===== config.mk =====
export PLATFORM = sky130hd
export DESIGN_NAME = pal_tt_wrapper
export DESIGN_NICKNAME = d
export VERILOG_FILES = /design/src/rtl/pal_tt_wrapper.sv
export SDC_FILE = /design/constraint.sdc
export NUM_CORES = 1
export LEC_CHECK = 0
export ABC_AREA = 0
export CORE_ASPECT_RATIO = 1.5
export CORE_UTILIZATION = 41
export CTS_CLUSTER_DIAMETER = 120
export DETAILED_ROUTE_END_ITERATION = 7
export SYNTH_ARGS = -nofsm -noshare
export SYNTH_HDL_FRONTEND = slang
export SYNTH_SLANG_ARGS = --single-unit
export TNS_END_PERCENT = 20

===== constraint.sdc =====
create_clock -name clk -period 2 [get_ports clk]
set_input_delay 0.4 -clock clk [delete_from_list [all_inputs] [get_ports clk]]
set_output_delay 0.4 -clock clk [all_outputs]
set_load 0.02 [all_outputs]

===== src/rtl/pal_tt_wrapper.sv =====
// pal_tt_wrapper
// Serially configured PAL block in the TinyTapeout user-macro wrapper.
// A 280-bit configuration register defines an AND plane of 14 product
// terms over 8 inputs and their complements, and an OR plane that
// folds those terms into 4 outputs. The configuration is shifted in
// through the bidirectional pins (data on [0], strobe on [2]) while
// the outputs are disabled ([1] low). All three control pins are
// asynchronous to clk and are brought in through 2-flop synchronizers.

module pal_tt_wrapper #(
    parameter int NUM_INPUTS        = 8,
    parameter int NUM_INTERM_STAGES = 14,
    parameter int NUM_OUTPUTS       = 4
) (
    input  logic                  clk,
    input  logic                  rst,
    input  logic                  ena,
    input  logic [NUM_INPUTS-1:0] ui_in,
    output logic [7:0]            uo_out,
    input  logic [7:0]            uio_in,
    output logic [7:0]            uio_out,
    output logic [7:0]            uio_oe
);

    // ------------------------------------------------------------------
    // Derived geometry of the configuration bitstream
    // ------------------------------------------------------------------
    localparam int TERM_BITS     = 2 * NUM_INPUTS;
    localparam int AND_BITS      = TERM_BITS * NUM_INTERM_STAGES;
    localparam int OR_BITS       = NUM_INTERM_STAGES * NUM_OUTPUTS;
    localparam int BITSTREAM_LEN = AND_BITS + OR_BITS;

    // ------------------------------------------------------------------
    // Plane evaluation helpers
    // ------------------------------------------------------------------

    // One product term. Bit 2i of sel picks Ii, bit 2i+1 picks ~Ii.
    // A term with nothing selected is 0 rather than the vacuous AND of 1,
    // so unprogrammed terms never leak into the OR plane. Selecting both
    // polarities of one input naturally yields 0.
    function automatic logic eval_term(
        input logic [TERM_BITS-1:0]  sel,
        input logic [NUM_INPUTS-1:0] lits
    );
        logic acc;
        acc = |sel;
        for (int i = 0; i < NUM_INPUTS; i++) begin
            acc = acc & (~sel[2*i] | lits[i]) & (~sel[2*i+1] | ~lits[i]);
        end
        return acc;
    endfunction

    // One sum output: OR of the product terms whose select bit is set.
    function automatic logic eval_output(
        input logic [NUM_INTERM_STAGES-1:0] sel,
        input logic [NUM_INTERM_STAGES-1:0] terms
    );
        return |(sel & terms);
    endfunction

    // ------------------------------------------------------------------
    // State
    // ------------------------------------------------------------------
    logic [BITSTREAM_LEN-1:0]     cfg_sr_r;
    logic [1:0]                   data_sync_r;
    logic [1:0]                   oe_sync_r;
    logic [1:0]                   strobe_sync_r;
    logic                         strobe_prev_r;
    logic [7:0]                   uo_out_r;

    // ------------------------------------------------------------------
    // Combinational nets
    // ------------------------------------------------------------------
    logic                         strobe_rise_s;
    logic                         shift_en_s;
    logic                         out_en_s;
    logic [NUM_INTERM_STAGES-1:0] term_s;
    logic [NUM_OUTPUTS-1:0]       pal_out_s;
    logic [7:0]                   uo_next_s;
    logic                         unused_s;

    // Pins [7:3] of the bidirectional port carry nothing for this design.
    assign unused_s = &{1'b0, uio_in[7:3]};

    // Bring the three asynchronous control pins into the clk domain and
    // remember the previous synchronized strobe for rising-edge detection.
    always_ff @(posedge clk) begin
        if (rst) begin
            data_sync_r   <= 2'b00;
            oe_sync_r     <= 2'b00;
            strobe_sync_r <= 2'b00;
            strobe_prev_r <= 1'b0;
        end else begin
            data_sync_r   <= {data_sync_r[0],   uio_in[0]};
            oe_sync_r     <= {oe_sync_r[0],     uio_in[1]};
            strobe_sync_r <= {strobe_sync_r[0], uio_in[2]};
            strobe_prev_r <= strobe_sync_r[1];
        end
    end

    // Decode the shift and output-enable qualifiers. The edge detector keeps
    // running while shifting is blocked, so a strobe seen while disabled is
    // consumed and cannot fire later when shifting is re-enabled.
    always_comb begin
        strobe_rise_s = strobe_sync_r[1] & ~strobe_prev_r;
        shift_en_s    = 1'b0;
        out_en_s      = 1'b0;
        if (ena) begin
            shift_en_s = strobe_rise_s & ~oe_sync_r[1];
            out_en_s   = oe_sync_r[1];
        end else begin
            shift_en_s = 1'b0;
            out_en_s   = 1'b0;
        end
    end

    // Configuration shift register: new bits enter at the top and walk
    // down, so the first bit of a 280-bit load ends up in bit 0.
    always_ff @(posedge clk) begin
        if (rst) begin
            cfg_sr_r <= '0;
        end else if (shift_en_s) begin
            cfg_sr_r <= {data_sync_r[1], cfg_sr_r[BITSTREAM_LEN-1:1]};
        end else begin
            cfg_sr_r <= cfg_sr_r;
        end
    end

    // AND plane: term t is configured by the 16-bit slice starting at 16*t.
    always_comb begin
        term_s = '0;
        for (int t = 0; t < NUM_INTERM_STAGES; t++) begin
            term_s[t] = eval_term(cfg_sr_r[TERM_BITS*t +: TERM_BITS], ui_in);
        end
    end

    // OR plane: output o is configured by the 14-bit slice that follows the
    // AND plane at offset 224 + 14*o.
    always_comb begin
        pal_out_s = '0;
        for (int o = 0; o < NUM_OUTPUTS; o++) begin
            pal_out_s[o] = eval_output(
                cfg_sr_r[AND_BITS + NUM_INTERM_STAGES*o +: NUM_INTERM_STAGES],
                term_s);
        end
    end

    // Gate the PAL outputs with the enables; unused output pins stay low.
    always_comb begin
        uo_next_s = 8'h00;
        if (out_en_s) begin
            uo_next_s[NUM_OUTPUTS-1:0] = pal_out_s;
        end else begin
            uo_next_s = 8'h00;
        end
    end

    // Register the output port so it is glitch-free toward the pads.
    always_ff @(posedge clk) begin
        if (rst) begin
            uo_out_r <= 8'h00;
        end else begin
            uo_out_r <= uo_next_s;
        end
    end

    assign uo_out  = uo_out_r;
    assign uio_out = 8'h00;
    assign uio_oe  = 8'h00;

endmodule


==> results by group <==
Status
  • Status: complete, no violations

Critical path
  • Crit path kind: reg2out
  • Worst setup SP type: flop
  • CP max stage delay: between 0.6 and 0.7 ns
  • Crit-path cells: clkdlybuf4s50_1
  • Crit path DAT: between 1.5 and 2 ns
  • CP top delay family: buffers and inverters
  • Endpoint class of the critical path: primary output
  • CP max FO: 1
  • Crit-path slowest cell: clkdlybuf4s50_1
  • WP data required: about 1.6 ns
  • CP Buf/Inv Count: 1

Clock tree
  • Clk sinks: 291
  • CTS root buf: clkbuf_16
  • Reg clk slew, reported paths: 0.07 ns
  • H-tree depth: 1
  • Clock Latency Late Sink: 0.56 ns
  • Post-CTS setup buffers: 0
  • CTS Buf Count: 28
  • Deepest clock path buffer count: 3
  • CTS tree: built

Synth
  • Mapped Area: about 12,000 um2
  • Synth Instances: approximately 1,600
  • Post-synth EDFFs: 0
  • Synth top area share: 0.469
  • Seq cells post-synth: about 290
  • Cell taking the most area after synthesis: dfxtp_1
  • Mapped Avg Cell Area: ~8.0 um2
  • Synthesis Warnings: 0
  • Post-synth cell types: 44
  • Most frequent cell after synthesis: nand2_1
  • Commonest cells in the netlist: 568 x nand2_1, 291 x dfxtp_1, 282 x a21oi_1, 112 x mux2i_1, 69 x clkbuf_1
  • Cells taking the most area after synthesis: dfxtp_1 47%, nand2_1 17%, a21oi_1 11%, mux2i_1 9.0%, nor4_1 2.9%
  • Sequential area share after synthesis: 0.469
  • Main synth FF type: dfxtp_1
  • Ys async rst share: 0

STA
  • Post-layout min period: 1.92 ns
  • Final slew viol count: 0
  • Fmax: approximately 520 MHz
  • Clk_skew: about 0.011 ns
  • # setup viols final: 0
  • Setup TNS: 0 ns
  • Period utilization: 0.959
  • RSZ-0062 raised after global routing: yes
  • Worst setup margin: 0.0814 ns
  • Hold slack: roughly 0.28 ns
  • Endpoints failing hold: 0

Power and ir drop
  • Leakage: around 5 nW
  • Sw Share: 0.218
  • Total net switching power: 2.65 mW
  • VDD IR-drop max: 0.583 mV
  • Comb pwr share: 0.041
  • Reg power frac: 0.477
  • PD cells: about 840 nW/um2
  • Clock share of power: 0.481
  • Int Power: around 9.5 mW

Layout
  • Layout Cells excl Fill: around 2,000
  • Post-route cell area: between 10,000 and 15,000 um2
  • Reg area: 5830 um2
  • P&R area growth vs syn: 16.7%
  • Fillers: just under 3,000
  • Antenna diodes: 0
  • Fin nets: ~1,600
  • Area of the multi-input gates: ~6000 um2
  • Ratio of cells with drive above 1 in the final layout: 0.0936

Placed design
  • Placed Area: between 10,000 and 15,000 um2
  • Final HPWL DP: about 22,000 um
  • Count of input and output buffers: 17
  • Setup slack at placement: -0.509 ns
  • Dpl cells: 1,935
  • Gpl congestion: 0.911

GRT
  • Total gr overflow: 0
  • Aggregate global-route resource usage: 0.215
  • Number of global-route vias before repair: ~10,000
  • Initial antenna violation count: 0
  • First-pass GRT wire length: roughly 53,000 um
  • Largest net degree at the start of global routing: between 80 and 90

Drt
  • Final WL: roughly 32,000 um
  • Vias/cell: about 5.3
  • Initial DRC count: 799
  • DRC: 0
  • Vias: roughly 11,000
  • DRT Pass-1 Iters: 5
  • Drt wl/cell: around 16 um
  • Post-route antenna net violation count: 0

Floorplan
  • CORE AREA: approximately 30,000 um2
  • Die Area: just over 30,000 um2
  • Die Y: 215 um
  • Starting Density: 0.419
  • Row Count: 77
  • I/O Pins: 43
  • Die Wd: between 100 and 150 um

Flow run
  • Max-Cap Viols: 0

Hold path
  • Hold/Removal Path Class: in2reg
-- power groups by stage --
| stage | clock network, mW | registers (mW) | logic (mW) |
|---|---|---|---|
| after floorplan | 0 | 5.93 | 0.345 |
| after global placement | 0 | 5.93 | 0.500 |
| after detailed placement | 0 | 5.93 | 0.500 |
| after CTS | 5.99 | 5.80 | 0.501 |
| after global routing | 6.21 | 5.80 | 0.528 |
| final | 5.85 | 5.80 | 0.500 |
-- registers in the layout (all words and copies together) (netlist names) --
register       flops
strobe_prev_r      1
data_sync_r        2
oe_sync_r          2
cfg_sr_r         280
uo_out             4
strobe_sync_r      2
-- layer usage --
metal,GRT usage,vias to the layer above,part of all wire
met1,0.269,5012,0.43
met3,0.0225,68,0.033
li1,-,5321,-
met4,0.0891,0,0.036
met5,0,-,0
met2,0.371,202,0.50
-- logic make-up (layout without fill, tap and decap cells) --
| group | Yosys count | after routing | synth area share |
|---|---|---|---|
| compound gates | 308 | 308 | 0.131 |
| buf+inv | 131 | 154 | 0.0599 |
| flops | 291 | 291 | 0.469 |
| mux | 112 | 112 | 0.0902 |
| other cells | 1 | 20 | 0.000302 |
| simple gates | 707 | 707 | 0.250 |
-- what timing repair did --
| action | 4_1_cts | 5_1_grt |
|---|---|---|
| hold buffers | 0 | 0 |
| gates resized for setup | 3 | 4 |
| endpoints found under the setup margin | 3 | 3 |
-- path summary, 6_finish.rpt --
| check | start | to | slack (ns) | cells after the start |
|---|---|---|---|---|
| worst max-delay path | uo_out[3] | uo_out[3] | 0.08 | 1 |
| worst min register to register | data_sync_r[0] | data_sync_r[1] | 0.44 | 1 |
| worst max register to register | cfg_sr_r[75] | uo_out[2] | 0.08 | 7 |
| worst min-delay path | rst | cfg_sr_r[87] | 0.28 | 2 |
-- cell usage in the layout, fill, tap and decap left out, types with 2 or more instances in the layout --
master | Yosys | layout
conb_1 | 1 | 20
a32oi_1 | 4 | 4
a31oi_1 | 3 | 3
buf_12 | 3 | 30
nor4_1 | 57 | 56
buf_4 | 20 | 54
nor3_2 | 6 | 6
a22oi_1 | 5 | 5
a221oi_1 | 3 | 3
and4_1 | 20 | 20
a22o_1 | 3 | 3
clkbuf_8 | 0 | 4
and3_1 | 4 | 4
mux2i_1 | 112 | 112
bufinv_16 | 0 | 6
nor4b_2 | 1 | 4
clkbuf_16 | 0 | 29
clkinv_2 | 0 | 9
clkbuf_1 | 69 | 3
o2bb2ai_1 | 2 | 2
clkdlybuf4s50_1 | 0 | 13
nand4_1 | 30 | 30
dlygate4sd2_1 | 0 | 3
nand2_1 | 568 | 568
a21oi_1 | 282 | 282
nor2b_1 | 7 | 7
dfxtp_1 | 291 | 291
-- stage by stage --
stage / power (mW) / util
6_report: 12.2 / 0.489
5_1_grt: 12.5 / 0.489
4_1_cts: 12.3 / 0.488
3_5_place_dp: 6.43 / 0.454
3_3_place_gp: 6.43 / 0.454
2_1_floorplan: 6.28 / -
-- layout make-up --
| cell class | count | area share |
|---|---|---|
| Inverter | 1 | 0.000259 |
| Clock buffer | 35 | 0.0536 |
| Timing Repair Buffer | 101 | 0.0811 |
| Sequential cell | 291 | 0.402 |
| Tap cell | 395 | 0.0341 |
| Multi-Input combinational cell | 1147 | 0.413 |
| Clock inverter | 17 | 0.0166 |
No activity file was read; power rests on OpenSTA's default activity.
==> RTL change 1 (same flow settings) <==
Change the parameter `NUM_INTERM_STAGES` from 14 to 28.
--- a/src/rtl/pal_tt_wrapper.sv
+++ b/src/rtl/pal_tt_wrapper.sv
@@ -10,5 +10,5 @@
 module pal_tt_wrapper #(
     parameter int NUM_INPUTS        = 8,
-    parameter int NUM_INTERM_STAGES = 14,
+    parameter int NUM_INTERM_STAGES = 28,
     parameter int NUM_OUTPUTS       = 4
 ) (
Formal check against the unedited RTL: same outputs for any inputs over 10 cycles, from zero or initial values and one cycle with rst high; that may be too few to reach the edited logic, so the function may still have changed.
==> RTL change 1 against the original RTL <==
Area after synthesis up 96%. Sequential cell count up 280. Final area up 98%. Die area up 95%. Wire length up 120%. Worst setup slack worse by 25 ps. Total power up 89%. Critical path depth up 6. Critical endpoint is now uo_out[2]$_SDFF_PP0_.
==> RTL change 1: results (changes against the original RTL) <==
| Stage | Quantity | This run | Change |
| --- | --- | --- | --- |
| outcome | Result of the run | finished clean |  |
| synth | Synthesized-area fraction occupied by ao, oa, aoi and oai cells | 12.6% | -0.48 points |
| sta | Clock skew after layout | 13.3 ps | +2.18 ps |
| layout | Count of filler cells inserted in the layout | 5544 | +92% |
| setup path | Dominant delay contributor by cell family on the critical path | simple AND/OR/NAND/NOR gates |  |
| grt | Wire length of the first global-routing pass | 112000 microns | +110% |
| drt | Routed wl met2 | 36000 microns | +120% |
| grt | Gr usage total | 23.0% | +1.5 points |
| grt | Global routing usage on met2 | 42.1% | +5.0 points |
| place | Setup Slack @ Placement | -285 ps | +224 ps |
| power | Standby leakage power | 0.00992 uW | +96% |
| clocking | TritonCTS Buffers | 53 | +89% |
| drt | Average wire per standard cell | 17.6 microns | +7.6% |
| drt | Detail Route met3 WL | 2930 microns | +170% |
| setup path | Slowest cell on the critical path | nor4_1 |  |
| place | Detailed Place HPWL | 48600 microns | +120% |
| place | Number of instances in the placed design | 3883 | +100% |
| drt | Wire length on met1 | 28000 microns | +100% |
| setup path | Delay of the slowest cell on the worst path | 380 ps | -240 ps |
| layout | Net count, final | 3183 | +100% |
| grt | Met1 GRT Util | 26.2% | -0.68 points |
| layout | Final design area excluding fillers | 0.0287 sq mm | +98% |
| setup path | Biggest fanout along the worst timing path | 3 | +2 |
| clocking | Latest clock arrival within the worst-skew pair | 620 ps | +60 ps |
| synth | Unique masters post-synth | 43 | -2.3% |
| grt | Largest net degree at the start of global routing | 110 | +24% |
| power | Overall power after layout | 23000 uW | +89% |
| drt | Routed wire length | 70000 microns | +120% |
| synth | Commonest cells post-synth | 1123 x nand2_1, 571 x dfxtp_1, 561 x a21oi_1, 224 x mux2i_1, 138 x clkbuf_1 |  |
| clocking | H-tree depth | 2 | +1 |
| synth | Mean Syn Cell Area | 7.89 sq um | -1.6% |
| synth | Seq/Total Area, Yosys | 46.9% | about the same |
| layout | Share of cells above drive strength 1 | 11.6% | +2.2 points |
| grt | Highest-utilization routing layer at the global route stage | met2 |  |
| drt | Initial detailed-routing violation count | 1427 | +79% |
| power | Power dissipated by switching net loads | 5130 uW | +94% |
| drt | Number of iterations in the first detailed-routing pass | 8 | +3 |
| drt | Number of vias after detailed routing | 21795 | +110% |
| layout | Number of flip-flops under the largest register name | 560 | +100% |
| grt | Via count of the first global-routing pass | 21027 | +110% |
| synth | Top area cells in the synthesized netlist | dfxtp_1 47%, nand2_1 17%, a21oi_1 12% |  |
| setup path | Signal arrival time at the worst endpoint | 2430 ps | +910 ps |
| grt | Met3 capacity usage during global routing | 3.38% | +1.1 points |
| synth | Post-synthesis mux area share | 9.20% | +0.18 points |
| power | Worst ir drop on vdd | 0.000728 V | +25% |
==> RTL change 1: layout make-up <==
class                      count  area share (%)
sequential                   571            39.9
inverter                      36           0.472
multi-input combinational   2268            41.7
tap                          777            3.39
clock buffer                  86            5.84
clock inverter                12           0.581
timing repair buffer         234            8.07
==> RTL change 1: final timing paths <==
| check | start | end | slack, ps | cells after the start |
|---|---|---|---|---|
| worst max-delay path | cfg_sr_r[216]$_SDFFE_PP0P_ | uo_out[2]$_SDFF_PP0_ | 60 | 7 |
| worst min-delay path | rst | cfg_sr_r[403]$_SDFFE_PP0P_ | 160 | 2 |
| worst max register to register | cfg_sr_r[216]$_SDFFE_PP0P_ | uo_out[2]$_SDFF_PP0_ | 60 | 7 |
| worst min register to register | strobe_sync_r[0]$_SDFF_PP0_ | strobe_sync_r[1]$_SDFF_PP0_ | 440 | 1 |
==> RTL change 1: kinds of logic (layout without fill, tap and decap cells) <==
group,after synthesis,after routing
mux,224,224
other cells,1,20
simple gates,1428,1428
compound gates,596,596
flops,571,571
buf+inv,267,368
==> RTL change 2 (config.mk and constraints unchanged) <==
Without the edit above. Register the output `uo_out` once more, cleared by the reset; this adds one clock of latency there. The other outputs are not delayed to match.
--- a/src/rtl/pal_tt_wrapper.sv
+++ b/src/rtl/pal_tt_wrapper.sv
@@ -165,5 +165,11 @@
     end
 
-    assign uo_out  = uo_out_r;
+    always_ff @(posedge clk) begin
+        if (rst) begin
+            uo_out <= '0;
+        end else begin
+            uo_out <= uo_out_r;
+        end
+    end
     assign uio_out = 8'h00;
     assign uio_oe  = 8'h00;
Formal check against the unedited RTL: no difference found for any inputs over 10 cycles, from zero or initial values and one cycle with rst high; that may be too few to reach the edited logic, so the function may still have changed.
==> RTL change 2 against the original RTL <==
First-iteration DRC count is 12% lower. Final area grew 1.6%. Count of clock-buffer cells in the layout up 8. Final cell count rose by 0.45%. Total power is 1.9% higher. Wire length fell by 2.3%. Worst setup slack better by 17 ps. Fmax rose by 0.91%. Sequential cell count up 4. Area after synthesis rose by 0.44%. Sequential power is 1% higher. Largest power group unchanged.
==> RTL change 2: results (changes against the original RTL) <==
| Stage | Quantity | This run | Change |
| --- | --- | --- | --- |
| outcome | Result of the run | finished clean |  |
| power | Comb group | 528 uW | +5.6% |
| synth | Seq/Total Area, Yosys | 47.3% | +0.43 points |
| power | Sequential logic power | 5880 uW | +1% |
| setup path | Beginning of the worst register-to-register path | cfg_sr_r[160]$_SDFFE_PP0P_ |  |
| power | P_int | 9690 uW | +1.9% |
| synth | Unique masters post-synth | 32 | -27% |
| sta | Worst slack on hold paths | 198 ps | -79.7 ps |
| drt | Number of vias after detailed routing | 10610 | +0.066% |
| power | Net Sw Frac | 21.8% | +0.028 points |
| synth | Commonest cells post-synth | 560 x nand2_1, 295 x dfxtp_1, 281 x a21oi_1, 112 x mux2i_1, 67 x clkbuf_1 |  |
| drt | Routed wire length | 31700 microns | -2.3% |
| grt | Via count of the first global-routing pass | 9981 | -0.69% |
| place | GPL Wtd Cong | 0.837 | -8.2% |
| drt | Number of iterations in the first detailed-routing pass | 6 | +1 |
| drt | Initial detailed-routing violation count | 700 | -12% |
| layout | Sequential standard cell area | 0.00591 sq mm | +1.4% |
| sta | Clock skew after layout | 10.9 ps | -0.216 ps |
| grt | Gr usage total | 20.7% | -0.79 points |
| synth | Top area cells in the synthesized netlist | dfxtp_1 47%, nand2_1 17%, a21oi_1 11% |  |
| sta | Worst setup margin | 98.7 ps | +17.3 ps |
| setup path | Biggest fanout along the worst timing path | 4 | +3 |
| setup path | Capturing point of the worst reg2reg path | uo_out_r[3]$_SDFF_PP0_ |  |
| setup path | Signal arrival time at the worst endpoint | 2340 ps | +820 ps |
| place | Detailed Place HPWL | 21000 microns | -4.0% |
| grt | Wire length of the first global-routing pass | 52000 microns | -2.4% |
| synth | Synthesized instance count | 1545 | -0.32% |
| layout | Share of cells above drive strength 1 | 10.6% | +1.2 points |
| layout | Net count, final | 1596 | +0.44% |
[RTL change 2: area by class of cell]
type / instances / share of cell area, %
multi-input cells: 1139 / 40.7
flip-flops and latches: 295 / 40.1
repair buffers: 111 / 8.73
clock buffers: 43 / 6.04
well taps: 395 / 3.35
clock inverters: 13 / 1.16
[RTL change 2: worst max-delay path by stage]
| stage | startpoint | endpoint | depth (start not counted) |
|---|---|---|---|
| 6_report | cfg_sr_r[160]$_SDFFE_PP0P_ | uo_out_r[3]$_SDFF_PP0_ | 7 |
| 3_5_place_dp | ui_in[4] | uo_out_r[3]$_SDFF_PP0_ | 9 |
| 4_1_cts | ui_in[4] | uo_out_r[3]$_SDFF_PP0_ | 9 |
| 3_3_place_gp | ui_in[4] | uo_out_r[3]$_SDFF_PP0_ | 9 |
| 5_1_grt | ui_in[3] | uo_out_r[1]$_SDFF_PP0_ | 10 |
| 2_1_floorplan | ui_in[4] | uo_out_r[2]$_SDFF_PP0_ | 8 |
[RTL change 2: cell families after synthesis]
group | Yosys count | synth area share, %
other | 1 | 0.0300
buffers and inverters | 130 | 6.03
AO/OA/AOI/OAI | 311 | 13.1
AND/OR/NAND/NOR | 696 | 24.5
flip-flops | 295 | 47.3
multiplexers | 112 | 8.98
[RTL change 2: timing repair]
action                     in CTS  in global routing
hold buffers                    0                  0
resized for setup               0                 14
setup buffers                   0                  5
setup endpoints to repair       0                  3
[RTL change 2: routing by layer]
| layer | part of all wire (%) | vias to the layer above | GRT usage [%] |
|---|---|---|---|
| met5 | 0 | - | 0 |
| met4 | 3.0 | 0 | 7.40 |
| met3 | 3.3 | 59 | 2.15 |
| met2 | 51 | 211 | 36.8 |
| met1 | 42 | 5033 | 25.5 |
| li1 | - | 5307 | - |
